--- config.mk ---
export PLATFORM = sky130hd
export DESIGN_NAME = lvl_state_scan
export DESIGN_NICKNAME = d
export VERILOG_FILES = /design/src/rtl/lvl_state_scan.sv
export SDC_FILE = /design/constraint.sdc
export NUM_CORES = 1
export LEC_CHECK = 0
export CELL_PAD_IN_SITES_DETAIL_PLACEMENT = 0
export CELL_PAD_IN_SITES_GLOBAL_PLACEMENT = 1
export CORE_ASPECT_RATIO = 1.4
export CORE_MARGIN = 1.5
export CORE_UTILIZATION = 38
export CTS_BUF_LIST = sky130_fd_sc_hd__clkbuf_16
export DETAILED_ROUTE_END_ITERATION = 6
export PLACE_DENSITY_LB_ADDON = 0.1
export SYNTH_ARGS = -nofsm -noshare
export SYNTH_HDL_FRONTEND = slang
export SYNTH_SLANG_ARGS = --single-unit
--- constraint.sdc ---
create_clock -name clk -period 3.3 [get_ports clk]
set_input_delay 0.66 -clock clk [delete_from_list [all_inputs] [get_ports clk]]
set_output_delay 0.66 -clock clk [all_outputs]
set_load 0.01 [all_outputs]
--- src/rtl/lvl_state_scan.sv ---
// lvl_state_scan: level-state walker for the bin manager.
// FIND scans the level-states BRAM downward from a start level for the
// first entry with has_bkt=0 and sets it. CLEAR clears has_bkt over the
// level range [lo_lvl_i, bkt_lvl_i]. BRAM entries are {dcd_bin, has_bkt}.
//
// Ports:
//   clk, rst            clock (rising edge), asynchronous active-low reset
//   start_i, mode_i     request pulse (IDLE only), 0=FIND 1=CLEAR
//   bkt_lvl_i, lo_lvl_i start (highest) level, lowest level for CLEAR
//   busy_o, apply_o     high from accept edge until done_o
//   done_o              one-cycle completion pulse
//   found_o, err_o      FIND hit, request rejected
//   bkt_lvl_o/bkt_bin_o result level / bin
//   ram_*               level-states BRAM port (read latency RD_LAT)
module lvl_state_scan #(
  parameter int unsigned WIDTH_LVL              = 16,
  parameter int unsigned WIDTH_BIN_ID           = 10,
  parameter int unsigned ADDR_WIDTH_LVLS_STATES = 9,
  parameter int unsigned RD_LAT                 = 1
) (
  input  logic                              clk,
  input  logic                              rst,
  input  logic                              start_i,
  input  logic                              mode_i,
  input  logic [WIDTH_LVL-1:0]              bkt_lvl_i,
  input  logic [WIDTH_LVL-1:0]              lo_lvl_i,
  output logic                              busy_o,
  output logic                              apply_o,
  output logic                              done_o,
  output logic                              found_o,
  output logic                              err_o,
  output logic [WIDTH_LVL-1:0]              bkt_lvl_o,
  output logic [WIDTH_BIN_ID-1:0]           bkt_bin_o,
  output logic                              ram_we_o,
  output logic [ADDR_WIDTH_LVLS_STATES-1:0] ram_addr_o,
  output logic [WIDTH_BIN_ID:0]             ram_data_o,
  input  logic [WIDTH_BIN_ID:0]             ram_data_i
);

  localparam int unsigned AW     = ADDR_WIDTH_LVLS_STATES;
  localparam int unsigned WAIT_W = 2;
  localparam logic [WIDTH_LVL-1:0] MAX_LVL = WIDTH_LVL'(2**AW - 1);
  // WAIT covers the read-latency cycles beyond the first one
  localparam logic [WAIT_W-1:0] WAIT_INIT = (RD_LAT > 2) ? WAIT_W'(RD_LAT - 2) : '0;

  typedef enum logic [2:0] {
    S_IDLE,
    S_RD,
    S_WAIT,
    S_CHK,
    S_WR,
    S_DONE
  } state_t;

  state_t                state_q, state_d;
  logic [WIDTH_LVL-1:0]  lvl_cnt_q, lvl_cnt_d;
  logic [WIDTH_LVL-1:0]  lo_lvl_q, lo_lvl_d;
  logic                  mode_q, mode_d;
  logic [WAIT_W-1:0]     wait_q, wait_d;

  logic                    busy_d, apply_d, done_d, found_d, err_d, we_d;
  logic [WIDTH_LVL-1:0]    bkt_lvl_d;
  logic [WIDTH_BIN_ID-1:0] bkt_bin_d;
  logic [AW-1:0]           addr_d;
  logic [WIDTH_BIN_ID:0]   wdata_d;

  logic [WIDTH_BIN_ID-1:0] dcd_bin;
  logic                    has_bkt;
  logic [WIDTH_LVL-1:0]    lvl_dec;

  assign dcd_bin = ram_data_i[WIDTH_BIN_ID:1];
  assign has_bkt = ram_data_i[0];
  assign lvl_dec = lvl_cnt_q - WIDTH_LVL'(1);

  // State and output registers
  always_ff @(posedge clk or negedge rst) begin
    if (!rst) begin
      state_q    <= S_IDLE;
      lvl_cnt_q  <= '0;
      lo_lvl_q   <= '0;
      mode_q     <= 1'b0;
      wait_q     <= '0;
      busy_o     <= 1'b0;
      apply_o    <= 1'b0;
      done_o     <= 1'b0;
      found_o    <= 1'b0;
      err_o      <= 1'b0;
      bkt_lvl_o  <= '0;
      bkt_bin_o  <= '0;
      ram_we_o   <= 1'b0;
      ram_addr_o <= '0;
      ram_data_o <= '0;
    end else begin
      state_q    <= state_d;
      lvl_cnt_q  <= lvl_cnt_d;
      lo_lvl_q   <= lo_lvl_d;
      mode_q     <= mode_d;
      wait_q     <= wait_d;
      busy_o     <= busy_d;
      apply_o    <= apply_d;
      done_o     <= done_d;
      found_o    <= found_d;
      err_o      <= err_d;
      bkt_lvl_o  <= bkt_lvl_d;
      bkt_bin_o  <= bkt_bin_d;
      ram_we_o   <= we_d;
      ram_addr_o <= addr_d;
      ram_data_o <= wdata_d;
    end
  end

  // Next-state and next-output logic. The read address is loaded on the
  // edge entering RD so the BRAM sees it for the whole RD cycle.
  always_comb begin
    state_d   = state_q;
    lvl_cnt_d = lvl_cnt_q;
    lo_lvl_d  = lo_lvl_q;
    mode_d    = mode_q;
    wait_d    = wait_q;
    busy_d    = busy_o;
    apply_d   = apply_o;
    done_d    = 1'b0;
    found_d   = found_o;
    err_d     = err_o;
    bkt_lvl_d = bkt_lvl_o;
    bkt_bin_d = bkt_bin_o;
    we_d      = 1'b0;
    addr_d    = ram_addr_o;
    wdata_d   = '0;

    case (state_q)
      S_IDLE: begin
        if (start_i) begin
          mode_d   = mode_i;
          lo_lvl_d = lo_lvl_i;
          busy_d   = 1'b1;
          apply_d  = 1'b1;
          found_d  = 1'b0;
          err_d    = 1'b0;
          if ((bkt_lvl_i > MAX_LVL) || (mode_i && (lo_lvl_i > bkt_lvl_i))) begin
            err_d   = 1'b1;
            state_d = S_DONE;
          end else begin
            lvl_cnt_d = bkt_lvl_i;
            addr_d    = AW'(bkt_lvl_i);
            state_d   = S_RD;
          end
        end
      end

      S_RD: begin
        if (RD_LAT > 1) begin
          wait_d  = WAIT_INIT;
          state_d = S_WAIT;
        end else begin
          state_d = S_CHK;
        end
      end

      S_WAIT: begin
        if (wait_q == '0) begin
          state_d = S_CHK;
        end else begin
          wait_d = wait_q - WAIT_W'(1);
        end
      end

      S_CHK: begin
        if (mode_q) begin
          bkt_lvl_d = lo_lvl_q;
          bkt_bin_d = dcd_bin;
          we_d      = 1'b1;
          wdata_d   = {dcd_bin, 1'b0};
          state_d   = S_WR;
        end else if (!has_bkt) begin
          bkt_lvl_d = lvl_cnt_q;
          bkt_bin_d = dcd_bin;
          found_d   = 1'b1;
          we_d      = 1'b1;
          wdata_d   = {dcd_bin, 1'b1};
          state_d   = S_WR;
        end else if (lvl_cnt_q != '0) begin
          lvl_cnt_d = lvl_dec;
          addr_d    = AW'(lvl_dec);
          state_d   = S_RD;
        end else begin
          bkt_lvl_d = '0;
          bkt_bin_d = dcd_bin;
          found_d   = 1'b0;
          state_d   = S_DONE;
        end
      end

      S_WR: begin
        if (mode_q && (lvl_cnt_q > lo_lvl_q)) begin
          lvl_cnt_d = lvl_dec;
          addr_d    = AW'(lvl_dec);
          state_d   = S_RD;
        end else begin
          state_d = S_DONE;
        end
      end

      S_DONE: begin
        done_d  = 1'b1;
        busy_d  = 1'b0;
        apply_d = 1'b0;
        state_d = S_IDLE;
      end

      default: state_d = S_IDLE;
    endcase
  end

endmodule
======== Word level (Yosys, flattened, before mapping) ========
Cells that the tools add are included.
storage, ports and cells
  register bits after elaboration ......... 89
  input bits .............................. 47
  output and inout port bits .............. 52
  word-level logic and storage cells ...... 93
operators by class
  magnitude comparators ................... 3
  add/subtract/negate cells ............... 2
  equal/unequal tests ..................... 14
  muxes and demuxes ....................... 43
  bitwise logic cells ..................... 1
  reductions and logical operators ........ 16
operators by type and width
  cell                                                  count
  two-way mux 16 bit                                    9
  two-way mux 9 bit                                     6
  case mux 16 bit (3 select lines)                      1
  two-way mux 11 bit                                    3
  > comparator 16 bit                                   2
  two-way mux 10 bit                                    3
  case mux 9 bit (3 select lines)                       1
  two-way mux 3 bit                                     7
  > comparator 16 x 9 -> 1 bit (second input constant)  1
  nonzero test 16 bit                                   1
  subtractor 16 x 1 -> 16 bit (second input constant)   1
  case mux 3 bit (5 select lines)                       1
  inequality test 2 bit (second input constant)         7
  two-way mux 1 bit                                     10
  AND reduction 2 bit                                   5
  AND reduction 7 bit                                   1
  == test 3 x 2 -> 1 bit (second input constant)        2
  == test 3 bit (second input constant)                 2
  inequality test 3 bit (second input constant)         2
  case mux 1 bit (2 select lines)                       2
  AND reduction 4 bit                                   1
  nonzero test 2 bit                                    2
  == test 3 x 1 -> 1 bit (second input constant)        1
  logical NOT 3 bit                                     1
  6 further kinds                                       7

======== Depth between registers and ports, before layout ========
Gate-level depths: netlist (run 1).
  depth in word-level cells ............... 6
  gate-level depth with buffers ........... 11
  gate-level depth less buffers ........... 9

======== Worst setup path before layout (run 1) ========
No wires, ideal clock.
  kind .................................... in2reg
  from .................................... in bkt_lvl_i[15]
  to ...................................... reg lvl_cnt_q[14]
  data required time ...................... 3179 ps
  setup time .............................. 121 ps
  arrival ................................. 2606 ps
  path buffers ............................ 2
  cell stages on the path ................. 9
  path slack .............................. 573 ps
  cell sequence ........................... inv_1 > ha_1 > nand4_1 > a2111o_1 > a311o_1 > and3_1 > buf_4 > clkbuf_1 > a22o_1
between the ends
  word-level cells in the longest chain between the ends .. 5
  elaborated cells between the ends (all ways) .. 6
  classes of those cells .................. 2 x order compare; 1 x eq/ne; 3 x reduce/logical
ends and longest elaborated chain
  what                                 line  RTL
  from (decl)                          25    input logic [WIDTH_LVL-1:0] bkt_lvl_i,
  > comparator 16 bit                  140   if ((bkt_lvl_i > MAX_LVL) || (mode_i && (lo_lvl_i > bkt_lvl_i))) begin
  logical AND 1 bit                    140
  logical OR 1 bit (*)                 140
  inequality test 2 bit (no line) (*)  -
  AND reduction 7 bit (no line) (*)    -
  to (signal assigned)                 95    lvl_cnt_q <= lvl_cnt_d;
  to (decl)                            56    logic [WIDTH_LVL-1:0] lvl_cnt_q, lvl_cnt_d;
Every way passes the cells marked *; elsewhere a longest branch is shown, timed or not.
A chain may end at the register's enable or synchronous reset.

======== Worst setup path in the final report (run 1) ========
  from .................................... in bkt_lvl_i[9]
  to ...................................... reg lvl_cnt_q[14]
Same word-level chain as after synthesis.

==> results of run 1 <==
worst paths after layout:
| path | cells after the start | endpoint | start | slack, ps |
|---|---|---|---|---|
| min in group clk | 1 | bkt_bin_o[7] | bkt_bin_o[7] | 500 |
| worst max register to register | 9 | lvl_cnt_q[14] | ram_addr_o[0] | 350 |
| max in group asynchronous | 1 | ram_addr_o[6] | rst | 2150 |
| worst min-delay path | 1 | wait_q[0] | rst | 500 |
| worst min register to register | 1 | bkt_bin_o[7] | bkt_bin_o[7] | 500 |
| worst max-delay path | 9 | lvl_cnt_q[14] | bkt_lvl_i[9] | 330 |
kinds of logic after synthesis:
logic type	count (synthesis)
buf+inv	73
mux	14
compound gates	136
fa+ha+maj	35
flops	80
xor+xnor	2
simple gates	134
per-stage QoR:
step,hold slack (ps),worst slack [ps],power [W]
after floorplan,364,573,0.00333
after global routing,524,150,0.00578
after CTS,509,359,0.00538
after global placement,492,83.5,0.00436
final,501,329,0.00532
after detailed placement,495,9.38,0.00441
sequential cells by signal, indices dropped and copies added (netlist names):
register and count:
apply_o 1, bkt_bin_o 10, bkt_lvl_o 16, done_o 1
err_o 1, found_o 1, lo_lvl_q 16, lvl_cnt_q 8
mode_q 1, ram_addr_o 8, ram_data_o 11, ram_we_o 1
state_q 3, wait_q 2
power breakdown:
group,leakage (nW),internal [W],total (W),switching (W)
clock network,0.128,0.000516,0.000934,0.000418
logic,1.39,0.00127,0.00261,0.00133
registers,0.975,0.00141,0.00178,0.000367
total,2.50,0.00320,0.00532,0.00212
cell usage after synthesis, types with 5 or more instances:
master and count:
nor2b_1 5, a22oi_1 12, buf_4 11, nand2_1 31, o21ai_0 37, and2_1 12, nor2_1 32, nand4_1 10
nor3b_1 6, a21oi_1 60, ha_1 35, nor3_1 11, o22ai_1 5, dfrtp_1 80, inv_1 40, clkbuf_1 21
mux2_2 13
area by class of cell:
class,count,share of cell area
flip-flops and latches,80,0.343
clock inverters,7,0.00943
well taps,144,0.0309
multi-input cells,321,0.364
inverters,40,0.0257
repair buffers,114,0.188
clock buffers,9,0.0386
cells in the final DEF, fill, tap and decap left out, drive strengths merged, types with 3 or more instances in the layout:
master and n:
clkdlybuf4s50 97, dfrtp 80, a21oi 60, inv 42
o21ai 39, ha 35, nor2 32, nand2 31
buf 17, mux2 13, and2 12, a22oi 12
nor3 12, nand4 10, clkbuf 9, nor3b 6
nor2b 5, o22ai 5, nor4 4, a22o 4
or3 4, nand3b 3, o211ai 3, nand3 3
a31oi 3, clkinvlp 3, nor4b 3
metal layers:
layer,track usage,share of wire,up-vias
met2,0.334,0.49,111
met3,0.0284,0.045,18
met4,0.0931,0.026,0
li1,-,-,1857
met1,0.258,0.44,1803
met5,0,0,-
==> flow_summary.toml, run 1 <==
[status]
status = "finished, final reports clean"

[synthesis]
synth_edf_count = 0
avgSynthCellArea_um2 = 9.36
synth_top_family_by_area = "compound AO/OA/AOI/OAI gates"
ys_types = 47
ys_seq_elements = 80
synth_flop_cell = "dfrtp_1"
synthMuxAreaShare = 0.0353
synthXorXnorAreaFrac = 0.00395
seq_area_frac_synth = 0.451
netlist_area_um2 = 4440
synth_compound_area_frac = 0.177
synth-adder-area-share = 0.0987
netlist_instances = 474
synth_area_leaders = "dfrtp_1, ha_1, a21oi_1"
synth-simple-area-share = 0.161
yosys.area.top_type = "dfrtp_1"
synth_nets = 556
ys_warn_count = 0
async_flop_share = 1.00
synth.top_cell.area_share = 0.451

[clock_network]
clockBufferDepth = 2
clock_sinks = 80
cts_buffers = 9
cts_root_buffer = "clkbuf_16"
clock_latency_ps = 340
cts_hold_buf = 0
cts_post_setup_buffers_inserted = 0
htree_levels = 3
cts.repair.resized = 0
cts.clk_slew.worst_paths_ps = 60
tritoncts = "yes"

[floorplan]
core-area_um2 = 11300
core.rowCount = 46
initial_utilization = 0.391
fp.dieH_um = 131
die_x_um = 94.3
die-area_um2 = 12300
ioPinCount = 99

[sta]
fin_crit_sh = 0.900
finalSetupViolations = 0
tightestPinTransition_ps = 1020
max_freq_ghz = 0.337
finalSetupTns_ps = 0
relSlewSlack = 0.317
clock_skew_ps = 8.28
fin_crit_ps = 2970
finalHoldViolations = 0
rsz0062_at_grt = "false"
finalMaxSlewViolations = 0

[setup_path]
worstSetupPathType = "in -> reg"
cp_top_family = "compound AO/OA/AOI/OAI gates"
cp_cell_sequence = "clkdlybuf4s50_1 -> inv_1 -> ha_1 -> nand4_1 -> a2111o_1 -> a311o_1 -> and3_1 -> buf_4 -> a22o_1"
arrival_ps = 3190
max_stage_delay_ps = 510
cp_num_buf_inv = 3
cp-end-kind = "flop"
required_ps = 3520
critPathMaxFanout = 9
crit_slowest_cell = "clkdlybuf4s50_1"
cp-start-kind = "input port"

[routing]
via_per_inst = 5.30
firstDrtPassIters = 5
detail_route.iter0.violations = 162
wirelength_mm = 11.7
ant_nets = 0
drc = 0
wl_per_cell_um = 16.4
vias = 3789

[global_routing]
grt_pass1_vias = 3658
grt_pass1_wl_mm = 18.8
antenna_found_initial = 0
track_usage = 0.201
grt_max_degree = 81
grt_overflow_total = 0

[cells_and_area]
finalInstanceArea_um2 = 5840
antenna_cells = 0
drive_above_1_share = 0.0928
fin_nets = 648
seq_area_um2 = 2000
instances_no_fill = 715
utilization = 0.515
area_delta_synth_final_pct = 31.6
multi_input_area_um2 = 2130
fillers = 1077

[placement]
dpl-instance-area_um2 = 5560
io_buffers = 98
dpl.cell_count = 699
dpl.hpwl_mm = 8.83
gp_congestion = 0.891

[power_and_ir_drop]
p_per_area_nw_per_um2 = 911
vdd_drop_max_uv = 307
power_leakage_nw = 2.50

[job]
maxCapViolations = 0

[worst_hold_path]
hold_class = "in -> async"
Note: power is estimated with default switching activity, not from simulation.
==> inputs of run 2 (changes only) <==
--- a/config.mk
+++ b/config.mk
@@ -12,7 +12,7 @@
 export CORE_UTILIZATION = 38
 export CTS_BUF_LIST = sky130_fd_sc_hd__clkbuf_16
 export DETAILED_ROUTE_END_ITERATION = 6
-export PLACE_DENSITY_LB_ADDON = 0.1
+export PLACE_DENSITY = 0.86
 export SYNTH_ARGS = -nofsm -noshare
 export SYNTH_HDL_FRONTEND = slang
 export SYNTH_SLANG_ARGS = --single-unit
==> flow_summary.toml, run 2 (synthesis results as in run 1) <==
[status]
status = "finished, final reports clean"

[routing]
detail_route.iter0.violations = 211
ant_nets = 0
vias = 3866
via_per_inst = 5.40
wirelength_mm = 12.1
wl_per_cell_um = 16.9
firstDrtPassIters = 4
drc = 0

[placement]
dpl-instance-area_um2 = 5560
io_buffers = 98
gp_congestion = 0.849
place_ws_ps = -9.29
dpl.hpwl_mm = 9.18

[sta]
fin_crit_sh = 0.903
rsz0062_at_grt = "false"
fin_crit_ps = 2980
clock_skew_ps = 8.38
max_freq_ghz = 0.336
finalMaxSlewViolations = 0
relSlewSlack = 0.336
tightestPinTransition_ps = 996
finalHoldViolations = 0
worst_slack_ps = 321
finalSetupViolations = 0

[cells_and_area]
utilization = 0.518
fin_nets = 649
drive_above_1_share = 0.0927
reg.largest.list = "bkt_lvl_o: 16 flops, lo_lvl_q: 16 flops, ram_data_o: 11 flops"
final_common_cell = "clkdlybuf4s50_1"
area_delta_synth_final_pct = 32.5
antenna_cells = 0
final_cell_mix = "clkdlybuf4s50_1, dfrtp_1, a21oi_1"
finalInstanceArea_um2 = 5880

[setup_path]
arrival_ps = 3190
cp-end-kind = "flop"
cp-start-kind = "input port"
critPathMaxFanout = 10
worstSetupPathType = "in -> reg"
required_ps = 3510

[clock_network]
clock_latency_ps = 330
cts_root_buffer = "clkbuf_16"
cts.clk_slew.worst_paths_ps = 60
cts.repair.resized = 0
cts_buffers = 9
clockBufferDepth = 2
cts_hold_buf = 0
cts_post_setup_buffers_inserted = 0
clock_sinks = 80
tritoncts = "yes"
htree_levels = 3

[floorplan]
die-area_um2 = 12300
ioPinCount = 99
core.rowCount = 46
core-area_um2 = 11300
initial_utilization = 0.391
fp.dieH_um = 131
die_x_um = 94.3

[global_routing]
grt_pass1_wl_mm = 19.3
grt_overflow_total = 0
antenna_found_initial = 0
track_usage = 0.205
grt_pass1_vias = 3881
grt_max_degree = 81

[power_and_ir_drop]
power_leakage_nw = 2.53
vdd_drop_max_uv = 377
p_per_area_nw_per_um2 = 931

[job]
maxCapViolations = 0

[worst_hold_path]
hold_class = "in -> async"
==> run 2: changes by cell type in the layout (fill, tap and decap cells not counted), sizes merged <==
| cell | before | now |
|---|---|---|
| bufinv | 0 | 2 |
| buf | 17 | 18 |
| clkinvlp | 3 | 1 |
==> run 2: area by class of cell <==
cell class                      instances  area [um^2]
Clock inverter                          7         88.8
Fill cell                            1060         5460
Multi-Input combinational cell        321         2130
Sequential cell                        80         2000
Timing Repair Buffer                  115         1110
Inverter                               40          150
Clock buffer                            9          225
Tap cell                              144          180
==> run 2: where the power goes <==
part           internal, W  switching [W]  leakage, nW
sequential         0.00141       0.000407        0.975
combinational      0.00127        0.00133         1.40
clock             0.000657       0.000391        0.158
==> run 2: worst max-delay path, cell delays in order <==
cell             delay (ps)
clkdlybuf4s50_1         520
inv_1                    60
ha_1                    300
nand4_1                 200
o41ai_1                 380
and3_1                  240
a311o_1                 170
nand3_1                 170
buf_4                   230
o21ai_0                 150
o21ai_0                 100
==> run 2: worst paths after layout <==
path	slack [ps]	from	endpoint	depth (start not counted)
worst min register to register	510	bkt_bin_o[1]	bkt_bin_o[1]	1
worst max-delay path	320	bkt_lvl_i[10]	ram_addr_o[6]	11
worst max register to register	440	ram_addr_o[0]	lvl_cnt_q[14]	9
max in group asynchronous	2170	rst	lo_lvl_q[15]	1
min in group clk	510	bkt_bin_o[1]	bkt_bin_o[1]	1
worst min-delay path	490	rst	ram_data_o[6]	1
==> run 2: metal layers <==
layer  global-route usage  routed length, um  vias up
li1                     -                  -     1859
met1                0.237               5020     1869
met2                0.357               6140      113
met3               0.0289                511       25
met4                0.120                450        0
met5                    0                  0        -
==> run 2: through the flow <==
stage	power (W)	cells	hold WS, ps	TNS [ps]
CTS	0.00550	716	512	0
global placement	0.00434	700	493	0
detailed placement	0.00443	700	499	-11.1
finish	0.00547	716	490	0
floorplan	0.00333	474	364	0
global route	0.00589	716	521	0
==> inputs of run 3 (changes only) <==
--- a/config.mk
+++ b/config.mk
@@ -12,7 +12,8 @@
 export CORE_UTILIZATION = 38
 export CTS_BUF_LIST = sky130_fd_sc_hd__clkbuf_16
 export DETAILED_ROUTE_END_ITERATION = 6
-export PLACE_DENSITY = 0.86
+export GPL_TIMING_DRIVEN = 0
+export PLACE_DENSITY_LB_ADDON = 0.1
 export SYNTH_ARGS = -nofsm -noshare
 export SYNTH_HDL_FRONTEND = slang
 export SYNTH_SLANG_ARGS = --single-unit
==> flow_summary.toml, run 3 (synthesis results as in run 1) <==
[status]
status = "finished, final reports clean"

[cells_and_area]
reg.largest.list = "bkt_lvl_o: 16 flops, lo_lvl_q: 16 flops, ram_data_o: 11 flops"
final_common_cell = "clkdlybuf4s50_1"
drive_above_1_share = 0.0886
finalInstanceArea_um2 = 5930
fin_nets = 665
fillers = 1123
instances_no_fill = 731
multi_input_area_um2 = 2130
final_cell_mix = "clkdlybuf4s50_1, dfrtp_1, a21oi_1"
antenna_cells = 0
area_delta_synth_final_pct = 33.6
seq_area_um2 = 2000

[setup_path]
ff2ff_setup_slack_ps = 240
reg2reg_to = "lvl_cnt_q[14]"
cp-start-kind = "input port"
r2r_cells = 9
cp-end-kind = "flop"
arrival_ps = 3370
worstSetupPathType = "in -> reg"
critPathMaxFanout = 10
required_ps = 3520
r2r_start = "ram_addr_o[0]"

[sta]
finalSetupViolations = 0
clock_skew_ps = 7.50
finalHoldViolations = 0
finalSetupTns_ps = 0
relSlewSlack = 0.441
fin_crit_sh = 0.954
fin_crit_ps = 3150
tightestPinTransition_ps = 836
finalMaxSlewViolations = 0
rsz0062_at_grt = "false"
max_freq_ghz = 0.318
worst_slack_ps = 153

[global_routing]
track_usage = 0.219
antenna_found_initial = 0
grt_pass1_vias = 3923
grt_overflow_total = 0
grt_pass1_wl_mm = 20.3
grt_max_degree = 67

[worst_hold_path]
hold_class = "in -> async"

[routing]
detail_route.iter0.violations = 143
ant_nets = 0
wirelength_mm = 12.6
firstDrtPassIters = 4
vias = 3915
wl_per_cell_um = 17.2
drc = 0
via_per_inst = 5.36

[placement]
place_ws_ps = -433
io_buffers = 98
gp_congestion = 0.859
dpl-instance-area_um2 = 5630
dpl.cell_count = 717
dpl.hpwl_mm = 9.91

[job]
maxCapViolations = 0

[clock_network]
cts.clk_slew.worst_paths_ps = 60
clock_sinks = 80
cts_root_buffer = "clkbuf_16"
clock_latency_ps = 340
htree_levels = 3
cts_post_setup_buffers_inserted = 0
cts_buffers = 9
clockBufferDepth = 2
tritoncts = "yes"

[power_and_ir_drop]
vdd_drop_max_uv = 355
power_leakage_nw = 2.53
p_per_area_nw_per_um2 = 928
power_w = 0.00550

[floorplan]
die-area_um2 = 12300
ioPinCount = 99
initial_utilization = 0.391
core-area_um2 = 11300
fp.dieH_um = 131
core.rowCount = 46
die_x_um = 94.3
run 3: how the worst max path moves through the flow:
| stage | cells after the start | startpoint | end |
|---|---|---|---|
| floorplan | 9 | bkt_lvl_i[15] | lvl_cnt_q[14] |
| global placement | 1 | rst | lvl_cnt_q[8] |
| detailed placement | 11 | bkt_lvl_i[11] | ram_addr_o[6] |
| CTS | 6 | ram_addr_o[6] | bkt_lvl_o[7] |
| global route | 9 | ram_addr_o[0] | lvl_cnt_q[14] |
| finish | 11 | bkt_lvl_i[11] | ram_addr_o[6] |
run 3: cell type report:
cell class                      count  share of cell area
Multi-Input combinational cell    321               0.359
Sequential cell                    80               0.338
Timing Repair Buffer               99               0.170
Clock buffer                        9              0.0380
Tap cell                          144              0.0304
Buffer                             32              0.0291
Inverter                           40              0.0253
Clock inverter                      6              0.0101
run 3: timing repair:
| item | in CTS | in global routing |
|---|---|---|
| hold buffers | 0 | 0 |
| gates cloned | 0 | 0 |
| resized for setup | 3 | 2 |
| setup endpoints to repair | 18 | 12 |
run 3: worst max-delay path: stages:
cell and delay (ps):
clkdlybuf4s50_1 530, inv_1 60, ha_1 320, nand4_1 220, o41ai_1 380, and3_1 230
a311o_1 190, nand3_2 230, buf_2 290, o21ai_0 170, o21ai_0 90
run 3: report_power, final:
group	leakage (nW)	total, W	internal, W	switching (W)
sequential	0.975	0.00180	0.00141	0.000388
combinational	1.41	0.00272	0.00132	0.00140
clock	0.139	0.000979	0.000579	0.000401
run 3: routing by layer:
layer  share of wire  GRT usage
met1            0.43      0.258
met4           0.019     0.0904
met2            0.52      0.397
met3           0.034     0.0278
met5               0          0
run 3: metrics by stage:
| step | utilization | hold WS, ps |
|---|---|---|
| global placement | 0.494 | 490 |
| detailed placement | 0.496 | 501 |
| floorplan | - | 364 |
| finish | 0.523 | 182 |
| CTS | 0.522 | 180 |
| global route | 0.523 | 195 |
